## config.mk

```make
export PLATFORM = sky130hd
export DESIGN_NAME = spi_pixel_master
export DESIGN_NICKNAME = d
export VERILOG_FILES = /design/src/rtl/spi_pixel_master_pkg.sv /design/src/rtl/spi_pixel_master_sck_gen.sv /design/src/rtl/spi_pixel_master.sv
export SDC_FILE = /design/constraint.sdc
export NUM_CORES = 1
export LEC_CHECK = 0
export CORE_MARGIN = 2
export CORE_UTILIZATION = 56
export CTS_BUF_LIST = sky130_fd_sc_hd__clkbuf_8
export DETAILED_ROUTE_END_ITERATION = 8
export PLACE_DENSITY = 0.82
export SLEW_MARGIN = 0
export SYNTH_ARGS = -nofsm -noshare
export SYNTH_HDL_FRONTEND = slang
export SYNTH_SLANG_ARGS = --single-unit
```

## constraint.sdc

```tcl
create_clock -name clk_i -period 2.3 [get_ports clk_i]
set_input_delay 0.46 -clock clk_i [delete_from_list [all_inputs] [get_ports clk_i]]
set_output_delay 0.46 -clock clk_i [all_outputs]
set_load 0.02 [all_outputs]
```

## src/rtl/spi_pixel_master_pkg.sv

```systemverilog
// Shared definitions for the SPI pixel master: FSM states, parameter defaults
// and a small elaboration-time helper.
package spi_pixel_master_pkg;

   localparam int MAX_PIXEL_BITS = 24;
   localparam int DEF_CLK_DIV    = 4;
   localparam int DEF_CS_GAP     = 2;

   typedef enum logic [2:0] {
      ST_IDLE,
      ST_SETUP,
      ST_SHIFT,
      ST_HOLD,
      ST_GAP
   } state_t;

   function automatic int max_int(input int a, input int b);
      return (a > b) ? a : b;
   endfunction

endpackage

```

## src/rtl/spi_pixel_master_sck_gen.sv

```systemverilog
// SCK generator: half-period counter, registered CPOL=0 clock and one-cycle
// rise/fall strobes that coincide with the clk edge that moves SCK.
module spi_pixel_master_sck_gen
   import spi_pixel_master_pkg::*;
#(
   parameter int CLK_DIV = DEF_CLK_DIV
) (
   input  logic clk_i,
   input  logic nreset_i,
   input  logic start_i,
   input  logic en_i,
   output logic sck_o,
   output logic rise_o,
   output logic fall_o
);

   localparam int HALF_W = $clog2(CLK_DIV);
   localparam logic [HALF_W-1:0] HALF_LAST = HALF_W'(CLK_DIV - 1);

   logic [HALF_W-1:0] half_cnt;
   logic              half_done;

   assign half_done = (half_cnt == HALF_LAST);

   // start_i produces the first rising edge so SCK rises exactly at the end of
   // the setup window instead of one cycle after SHIFT is entered.
   assign rise_o = start_i | (en_i & half_done & ~sck_o);
   assign fall_o = en_i & half_done & sck_o;

   // NOTE: sequential state uses non-blocking assignments so every register
   // samples pre-edge values regardless of statement order.
   always_ff @(posedge clk_i or negedge nreset_i) begin
      if (!nreset_i) begin
         half_cnt <= '0;
         sck_o    <= 1'b0;
      end else if (start_i) begin
         half_cnt <= '0;
         sck_o    <= 1'b1;
      end else if (en_i) begin
         if (half_done) begin
            half_cnt <= '0;
            sck_o    <= ~sck_o;
         end else begin
            half_cnt <= half_cnt + 1'b1;
         end
      end else begin
         half_cnt <= '0;
         sck_o    <= 1'b0;
      end
   end

endmodule

```

## src/rtl/spi_pixel_master.sv

```systemverilog
// Host-side SPI master (CPOL=0/CPHA=0, MSB first): sends one pixel word per
// valid/ready handshake and returns the word captured from SDO.
module spi_pixel_master
   import spi_pixel_master_pkg::*;
#(
   parameter int PIXEL_BITS = MAX_PIXEL_BITS,
   parameter int CLK_DIV    = DEF_CLK_DIV,
   parameter int CS_GAP     = DEF_CS_GAP
) (
   input  logic                  clk_i,
   input  logic                  nreset_i,
   input  logic [PIXEL_BITS-1:0] tx_px_i,
   input  logic                  tx_valid_i,
   output logic                  tx_ready_o,
   output logic [PIXEL_BITS-1:0] rx_px_o,
   output logic                  rx_valid_o,
   output logic                  busy_o,
   output logic                  spi_sck_o,
   output logic                  spi_cs_o,
   output logic                  spi_sdi_o,
   input  logic                  spi_sdo_i
);

   localparam int BIT_W  = $clog2(PIXEL_BITS + 1);
   localparam int WAIT_W = $clog2(max_int(CLK_DIV, CS_GAP));

   localparam logic [WAIT_W-1:0] DIV_LAST = WAIT_W'(CLK_DIV - 1);
   localparam logic [WAIT_W-1:0] GAP_LAST = WAIT_W'(CS_GAP - 1);
   localparam logic [BIT_W-1:0]  BIT_LAST = BIT_W'(PIXEL_BITS);

   state_t                state;
   logic [WAIT_W-1:0]     wait_cnt;
   logic [BIT_W-1:0]      bit_cnt;
   logic [PIXEL_BITS-1:0] tx_sr;
   logic [PIXEL_BITS-1:0] rx_sr;
   logic                  sck_start;
   logic                  sck_en;
   logic                  sck_rise;
   logic                  sck_fall;

   assign tx_ready_o = (state == ST_IDLE);
   assign busy_o     = (state != ST_IDLE);
   // The shift register MSB is itself a flop, so SDI stays glitch-free.
   assign spi_sdi_o  = tx_sr[PIXEL_BITS-1];

   assign sck_start = (state == ST_SETUP) && (wait_cnt == DIV_LAST);
   assign sck_en    = (state == ST_SHIFT);

   spi_pixel_master_sck_gen #(
      .CLK_DIV (CLK_DIV)
   ) u_sck_gen (
      .clk_i    (clk_i),
      .nreset_i (nreset_i),
      .start_i  (sck_start),
      .en_i     (sck_en),
      .sck_o    (spi_sck_o),
      .rise_o   (sck_rise),
      .fall_o   (sck_fall)
   );

   always_ff @(posedge clk_i or negedge nreset_i) begin
      if (!nreset_i) begin
         state      <= ST_IDLE;
         wait_cnt   <= '0;
         bit_cnt    <= '0;
         tx_sr      <= '0;
         rx_sr      <= '0;
         rx_px_o    <= '0;
         rx_valid_o <= 1'b0;
         spi_cs_o   <= 1'b1;
      end else begin
         rx_valid_o <= 1'b0;
         case (state)
            ST_IDLE: begin
               if (tx_valid_i) begin
                  tx_sr    <= tx_px_i;
                  wait_cnt <= '0;
                  bit_cnt  <= '0;
                  spi_cs_o <= 1'b0;
                  state    <= ST_SETUP;
               end
            end
            ST_SETUP: begin
               if (wait_cnt == DIV_LAST) begin
                  // The generator raises SCK on this edge; count it as bit 1.
                  wait_cnt <= '0;
                  bit_cnt  <= BIT_W'(1);
                  state    <= ST_SHIFT;
               end else begin
                  wait_cnt <= wait_cnt + 1'b1;
               end
            end
            ST_SHIFT: begin
               if (sck_rise) begin
                  bit_cnt <= bit_cnt + 1'b1;
               end
               if (sck_fall) begin
                  rx_sr <= {rx_sr[PIXEL_BITS-2:0], spi_sdo_i};
                  tx_sr <= tx_sr << 1;
                  if (bit_cnt == BIT_LAST) begin
                     state <= ST_HOLD;
                  end
               end
            end
            ST_HOLD: begin
               if (wait_cnt == DIV_LAST) begin
                  wait_cnt   <= '0;
                  spi_cs_o   <= 1'b1;
                  rx_px_o    <= rx_sr;
                  rx_valid_o <= 1'b1;
                  state      <= ST_GAP;
               end else begin
                  wait_cnt <= wait_cnt + 1'b1;
               end
            end
            ST_GAP: begin
               if (wait_cnt == GAP_LAST) begin
                  wait_cnt <= '0;
                  state    <= ST_IDLE;
               end else begin
                  wait_cnt <= wait_cnt + 1'b1;
               end
            end
            default: begin
               spi_cs_o <= 1'b1;
               state    <= ST_IDLE;
            end
         endcase
      end
   end

endmodule

```

==> report_table.html <==
<table>
<tr><th>Metric</th><th>Value</th></tr>
<tr><th colspan="2">Synth</th></tr>
<tr><td>Largest area contributor in the netlist</td><td>sky130_fd_sc_hd__dfrtp_1</td></tr>
<tr><td>Post-Syn Instances</td><td>302</td></tr>
<tr><td>Number of nets produced by synthesis</td><td>336</td></tr>
<tr><td>Share of cell area taken by muxes after synthesis</td><td>0.223</td></tr>
<tr><td>Total of warnings raised by yosys</td><td>0</td></tr>
<tr><td>Share of synthesized flip-flops with an asynchronous set or reset</td><td>1.00</td></tr>
<tr><td>Main combinational cell family by area after synthesis</td><td>multiplexers</td></tr>
<tr><td>Post-synthesis register bit count</td><td>between 80 and 90</td></tr>
<tr><td>Number of enable-type register cells in the synthesized netlist</td><td>0</td></tr>
<tr><td>Post-synthesis share of cell area spent on xor and xnor gates</td><td>0.00456</td></tr>
<tr><td>Fraction of the mapped netlist area in adder cells</td><td>0.0195</td></tr>
<tr><td>Synth Area in Simple Gates</td><td>0.0774</td></tr>
<tr><td>Average cell area after synthesis</td><td>12.7 µm²</td></tr>
<tr><td>Top_reg_cell synth</td><td>sky130_fd_sc_hd__dfrtp_1</td></tr>
<tr><td>Area of the mapped netlist</td><td>about 3800 µm²</td></tr>
<tr><td>Synth top area share</td><td>0.560</td></tr>
<tr><td>Compound-gate portion of the synthesized area</td><td>0.0716</td></tr>
<tr><td>Number of unique standard cell types used by synthesis</td><td>40</td></tr>
<tr><td>Top area cells in the synthesized netlist</td><td>sky130_fd_sc_hd__dfrtp_1 56%, sky130_fd_sc_hd__mux2_2 8.2%, sky130_fd_sc_hd__mux2_4 7.8%, sky130_fd_sc_hd__mux2i_1 6.2%, sky130_fd_sc_hd__o21ai_0 3.6%</td></tr>
<tr><td>Sequential cell area fraction in the yosys report</td><td>0.567</td></tr>
<tr><th colspan="2">Timing</th></tr>
<tr><td>Setup repair after global routing missed its margin</td><td>no</td></tr>
<tr><td>Final period utilization</td><td>0.915</td></tr>
<tr><td>Slew of the pin with the lowest slew margin</td><td>0.675 ns</td></tr>
<tr><td>Max-slew violation count</td><td>0</td></tr>
<tr><td>Summed negative setup slack over all endpoints</td><td>0 ns</td></tr>
<tr><td>Hold Vio Cnt, Final</td><td>0</td></tr>
<tr><td>Count of final setup violators</td><td>0</td></tr>
<tr><td>Final setup skew</td><td>0.00852 ns</td></tr>
<tr><td>Worst-case headroom to the max-slew limit</td><td>0.550</td></tr>
<tr><td>Worst hold slack after final layout</td><td>0.456 ns</td></tr>
<tr><td>Final period demand of the worst path</td><td>2.10 ns</td></tr>
<tr><td>Fmax achieved</td><td>475 MHz</td></tr>
<tr><th colspan="2">Cells and area</th></tr>
<tr><td>Fraction of layout instances using a drive strength above 1</td><td>0.213</td></tr>
<tr><td>Final Net Count</td><td>just under 400</td></tr>
<tr><td>Post-synthesis to final-layout area growth</td><td>22.0%</td></tr>
<tr><td>Area occupied by registers</td><td>2180 µm²</td></tr>
<tr><td>ANT cells</td><td>0</td></tr>
<tr><td>Area occupied by multi-input gates</td><td>1530 µm²</td></tr>
<tr><td>Number of fill cells in the layout</td><td>around 480</td></tr>
<tr><th colspan="2">Pwr</th></tr>
<tr><td>Relative contribution of combinational cells to total power</td><td>0.044</td></tr>
<tr><td>Clock Power Share</td><td>0.367</td></tr>
<tr><td>Sequential share of power</td><td>0.589</td></tr>
<tr><td>NetSw</td><td>635 µW</td></tr>
<tr><td>Leakage power figure</td><td>around 0.0023 µW</td></tr>
<tr><td>Power density over the cells</td><td>between 500 and 600 nW/µm²</td></tr>
<tr><td>Cell Int Power</td><td>2020 µW</td></tr>
<tr><td>Worst supply voltage drop on vdd</td><td>0.000287 V</td></tr>
<tr><td>Switching fraction of total power</td><td>0.239</td></tr>
<tr><th colspan="2">Critical path</th></tr>
<tr><td>CP endpoint kind</td><td>output pin</td></tr>
<tr><td>Maximum single-stage delay on the critical path</td><td>0.64 ns</td></tr>
<tr><td>FF-to-FF Start</td><td>state[2]</td></tr>
<tr><td>Number of gates on the worst path with buffers counted</td><td>2</td></tr>
<tr><td>Endpoint arrival time on the critical path</td><td>1.64 ns</td></tr>
<tr><td>Top Family by Delay on Critical Path</td><td>buffers and inverters</td></tr>
<tr><td>Critical path fanouts, max</td><td>3</td></tr>
<tr><td>Worst setup path category</td><td>flip-flop to output pin</td></tr>
<tr><td>Minimum setup slack among reg-to-reg paths</td><td>0.30 ns</td></tr>
<tr><td>Capture point of the worst reg-to-reg path</td><td>rx_px_o[14]</td></tr>
<tr><td>Worst setup SP type</td><td>flip-flop</td></tr>
<tr><td>Worst path buffer plus inverter count</td><td>1</td></tr>
<tr><td>Number of cells on the worst reg-to-reg path</td><td>4</td></tr>
<tr><td>Critical Path Source</td><td>state[1]</td></tr>
<tr><td>Crit path max-delay cell type</td><td>sky130_fd_sc_hd__clkdlybuf4s50_1</td></tr>
<tr><td>Cell-by-cell trace of the critical path</td><td>nor3_2, clkdlybuf4s50_1</td></tr>
<tr><td>Required time reported for the critical path endpoint</td><td>1.84 ns</td></tr>
<tr><th colspan="2">Detailed routing</th></tr>
<tr><td>Drt pass-1 iters</td><td>4</td></tr>
<tr><td>Total detailed-routing wirelength</td><td>6720 µm</td></tr>
<tr><td>Remaining design rule violation count</td><td>0</td></tr>
<tr><td>Vias per cell</td><td>5.39</td></tr>
<tr><td>Count of nets left with antenna violations after detail routing</td><td>0</td></tr>
<tr><td>Drt initial violations</td><td>80</td></tr>
<tr><td>Routed via count</td><td>2,404</td></tr>
<tr><td>Average routed wire per standard cell</td><td>15.1 µm</td></tr>
<tr><th colspan="2">Run</th></tr>
<tr><td>Maxcap violations</td><td>0</td></tr>
<tr><th colspan="2">Placed design</th></tr>
<tr><td>I/O Buffers</td><td>57</td></tr>
<tr><td>Detailed placement HPWL</td><td>4570 µm</td></tr>
<tr><td>Final GP Congestion</td><td>0.803</td></tr>
<tr><th colspan="2">Global route</th></tr>
<tr><td>Wire length of the first global-routing pass</td><td>11,600 µm</td></tr>
<tr><td>Global-route usage over all layers</td><td>0.199</td></tr>
<tr><td>Gr ovfl total</td><td>0</td></tr>
<tr><td>Pin count of the biggest net entering global routing</td><td>42</td></tr>
<tr><td>Vias in the first global route</td><td>2,479</td></tr>
<tr><td>Initial antenna violation count</td><td>0</td></tr>
<tr><th colspan="2">Hold path</th></tr>
<tr><td>Hold depth</td><td>1</td></tr>
<tr><td>Worst Hold Class</td><td>flip-flop to flip-flop</td></tr>
<tr><td>Destination of the worst hold path</td><td>u_sck_gen.half_cnt[0]</td></tr>
<tr><td>Worst hold start</td><td>u_sck_gen.half_cnt[0]</td></tr>
<tr><th colspan="2">Clock network</th></tr>
<tr><td>Cell at the root of the clock tree</td><td>sky130_fd_sc_hd__clkbuf_8</td></tr>
<tr><td>H-tree lvl count</td><td>3</td></tr>
<tr><td>Clock-pin slew of the registers on the worst-case setup and hold paths</td><td>~0.09 ns</td></tr>
<tr><td>Sinks on the clock net</td><td>87</td></tr>
<tr><td>Insertion delay of the later-clocked pin in the worst-skew pair</td><td>approximately 0.35 ns</td></tr>
<tr><td>Clock tree from TritonCTS</td><td>built</td></tr>
<tr><td>CTS max path bufs</td><td>2</td></tr>
<tr><td>TritonCTS buffer count</td><td>9</td></tr>
<tr><th colspan="2">Run status</th></tr>
<tr><td>Outcome</td><td>completed</td></tr>
<tr><th colspan="2">Die</th></tr>
<tr><td>Die span in x</td><td>86.9 µm</td></tr>
<tr><td>Die span in y</td><td>86.9 µm</td></tr>
<tr><td>Floorplan core area</td><td>roughly 6700 µm²</td></tr>
<tr><td>Standard-cell rows</td><td>30</td></tr>
<tr><td>Initial Utilization</td><td>0.572</td></tr>
<tr><td>Number of top-level design ports</td><td>58</td></tr>
<tr><td>Die ar.</td><td>7540 µm²</td></tr>
</table>
[routing by layer]
layer  vias up  track usage  wire length (µm)
met4         0       0.0611                51
met2        41        0.312              3230
met5         -            0                 0
li1       1170            -                 -
met3         4       0.0597               212
met1      1189        0.268              3220
[power groups by stage]
stage / clock, µW / sequential, µW / combinational, µW
6_report: 972 / 1560 / 117
2_1_floorplan: 0 / 1590 / 28.6
4_1_cts: 994 / 1560 / 121
5_1_grt: 1070 / 1570 / 133
3_5_place_dp: 0 / 1590 / 120
3_3_place_gp: 0 / 1590 / 116
[logic make-up after synthesis]
| logic type | count (synthesis) |
|---|---|
| AOI/OAI and AO/OA | 48 |
| xor gates and xnor gates | 2 |
| buffers and inverters | 25 |
| muxes | 72 |
| DFF | 87 |
| adders and majority gates | 6 |
| and+or+nand+nor | 62 |
[timing repair]
| item | in CTS | in global routing |
|---|---|---|
| buffers inserted | 0 | 0 |
| endpoints found under the hold margin | 17 | 0 |
| gates resized for setup | 0 | 1 |
| setup endpoints to repair | 0 | 1 |
| hold buffers | 1 | 0 |
[layout by cell type (no fill, tap or decap), types with 2 or more instances in the layout]
| cell | n |
|---|---|
| sky130_fd_sc_hd__a21oi_1 | 6 |
| sky130_fd_sc_hd__buf_12 | 3 |
| sky130_fd_sc_hd__buf_4 | 6 |
| sky130_fd_sc_hd__clkbuf_8 | 9 |
| sky130_fd_sc_hd__clkdlybuf4s50_1 | 56 |
| sky130_fd_sc_hd__clkinv_4 | 2 |
| sky130_fd_sc_hd__clkinvlp_4 | 2 |
| sky130_fd_sc_hd__dfrtp_1 | 86 |
| sky130_fd_sc_hd__ha_1 | 6 |
| sky130_fd_sc_hd__inv_1 | 7 |
| sky130_fd_sc_hd__inv_6 | 2 |
| sky130_fd_sc_hd__mux2_2 | 28 |
| sky130_fd_sc_hd__mux2_4 | 20 |
| sky130_fd_sc_hd__mux2i_1 | 24 |
| sky130_fd_sc_hd__nand2_1 | 30 |
| sky130_fd_sc_hd__nand2b_1 | 5 |
| sky130_fd_sc_hd__nand3_1 | 4 |
| sky130_fd_sc_hd__nor2_1 | 9 |
| sky130_fd_sc_hd__nor3_1 | 4 |
| sky130_fd_sc_hd__o21ai_0 | 28 |
| sky130_fd_sc_hd__o21ai_1 | 4 |
| sky130_fd_sc_hd__xor2_1 | 2 |
[worst max path at each step]
stage / slack, ns / end
after floorplan: 0.34 / busy_o
after global placement: 0.28 / tx_sr[19]
after detailed placement: 0.17 / tx_sr[6]
after CTS: 0.05 / tx_ready_o
after global routing: 0.1 / tx_ready_o
final: 0.20 / tx_ready_o
[flip-flops by register name, indices dropped and copies added (netlist names)]
name	count
bit_cnt	5
rx_px_o	24
rx_sr	24
rx_valid_o	1
spi_cs_o	1
state	3
tx_sr	24
u_sck_gen.half_cnt	2
u_sck_gen.sck_o	1
wait_cnt	2
[synth_stat cells, types with 2 or more instances]
| master | count |
|---|---|
| sky130_fd_sc_hd__mux2_4 | 20 |
| sky130_fd_sc_hd__nand2_1 | 30 |
| sky130_fd_sc_hd__buf_2 | 5 |
| sky130_fd_sc_hd__o21ai_1 | 4 |
| sky130_fd_sc_hd__clkbuf_1 | 6 |
| sky130_fd_sc_hd__nand3_1 | 4 |
| sky130_fd_sc_hd__nand2b_1 | 5 |
| sky130_fd_sc_hd__mux2i_1 | 24 |
| sky130_fd_sc_hd__inv_1 | 7 |
| sky130_fd_sc_hd__a21oi_1 | 6 |
| sky130_fd_sc_hd__buf_8 | 2 |
| sky130_fd_sc_hd__ha_1 | 6 |
| sky130_fd_sc_hd__buf_4 | 4 |
| sky130_fd_sc_hd__mux2_2 | 28 |
| sky130_fd_sc_hd__nor3_1 | 5 |
| sky130_fd_sc_hd__xor2_1 | 2 |
| sky130_fd_sc_hd__nor2_1 | 9 |
| sky130_fd_sc_hd__dfrtp_1 | 86 |
| sky130_fd_sc_hd__o21ai_0 | 28 |
[area by class of cell]
class,instances,share of cell area
inverter,7,0.00560
clock inverter,7,0.0117
multi-input combinational,190,0.327
tap,80,0.0213
sequential,87,0.464
clock buffer,9,0.0264
timing repair buffer,66,0.144
[metrics by stage]
stage	power [µW]	util	worst slack, ns	instances	instance area, µm²
finish	2650	0.698	0.196	446	4690
global route	2760	0.698	0.0954	446	4690
CTS	2680	0.698	0.0465	446	4690
detailed placement	1710	0.669	0.172	429	4500
global placement	1710	0.669	0.277	429	4500
floorplan	1620	-	0.338	302	3840
(Power assumes the default switching activity.)
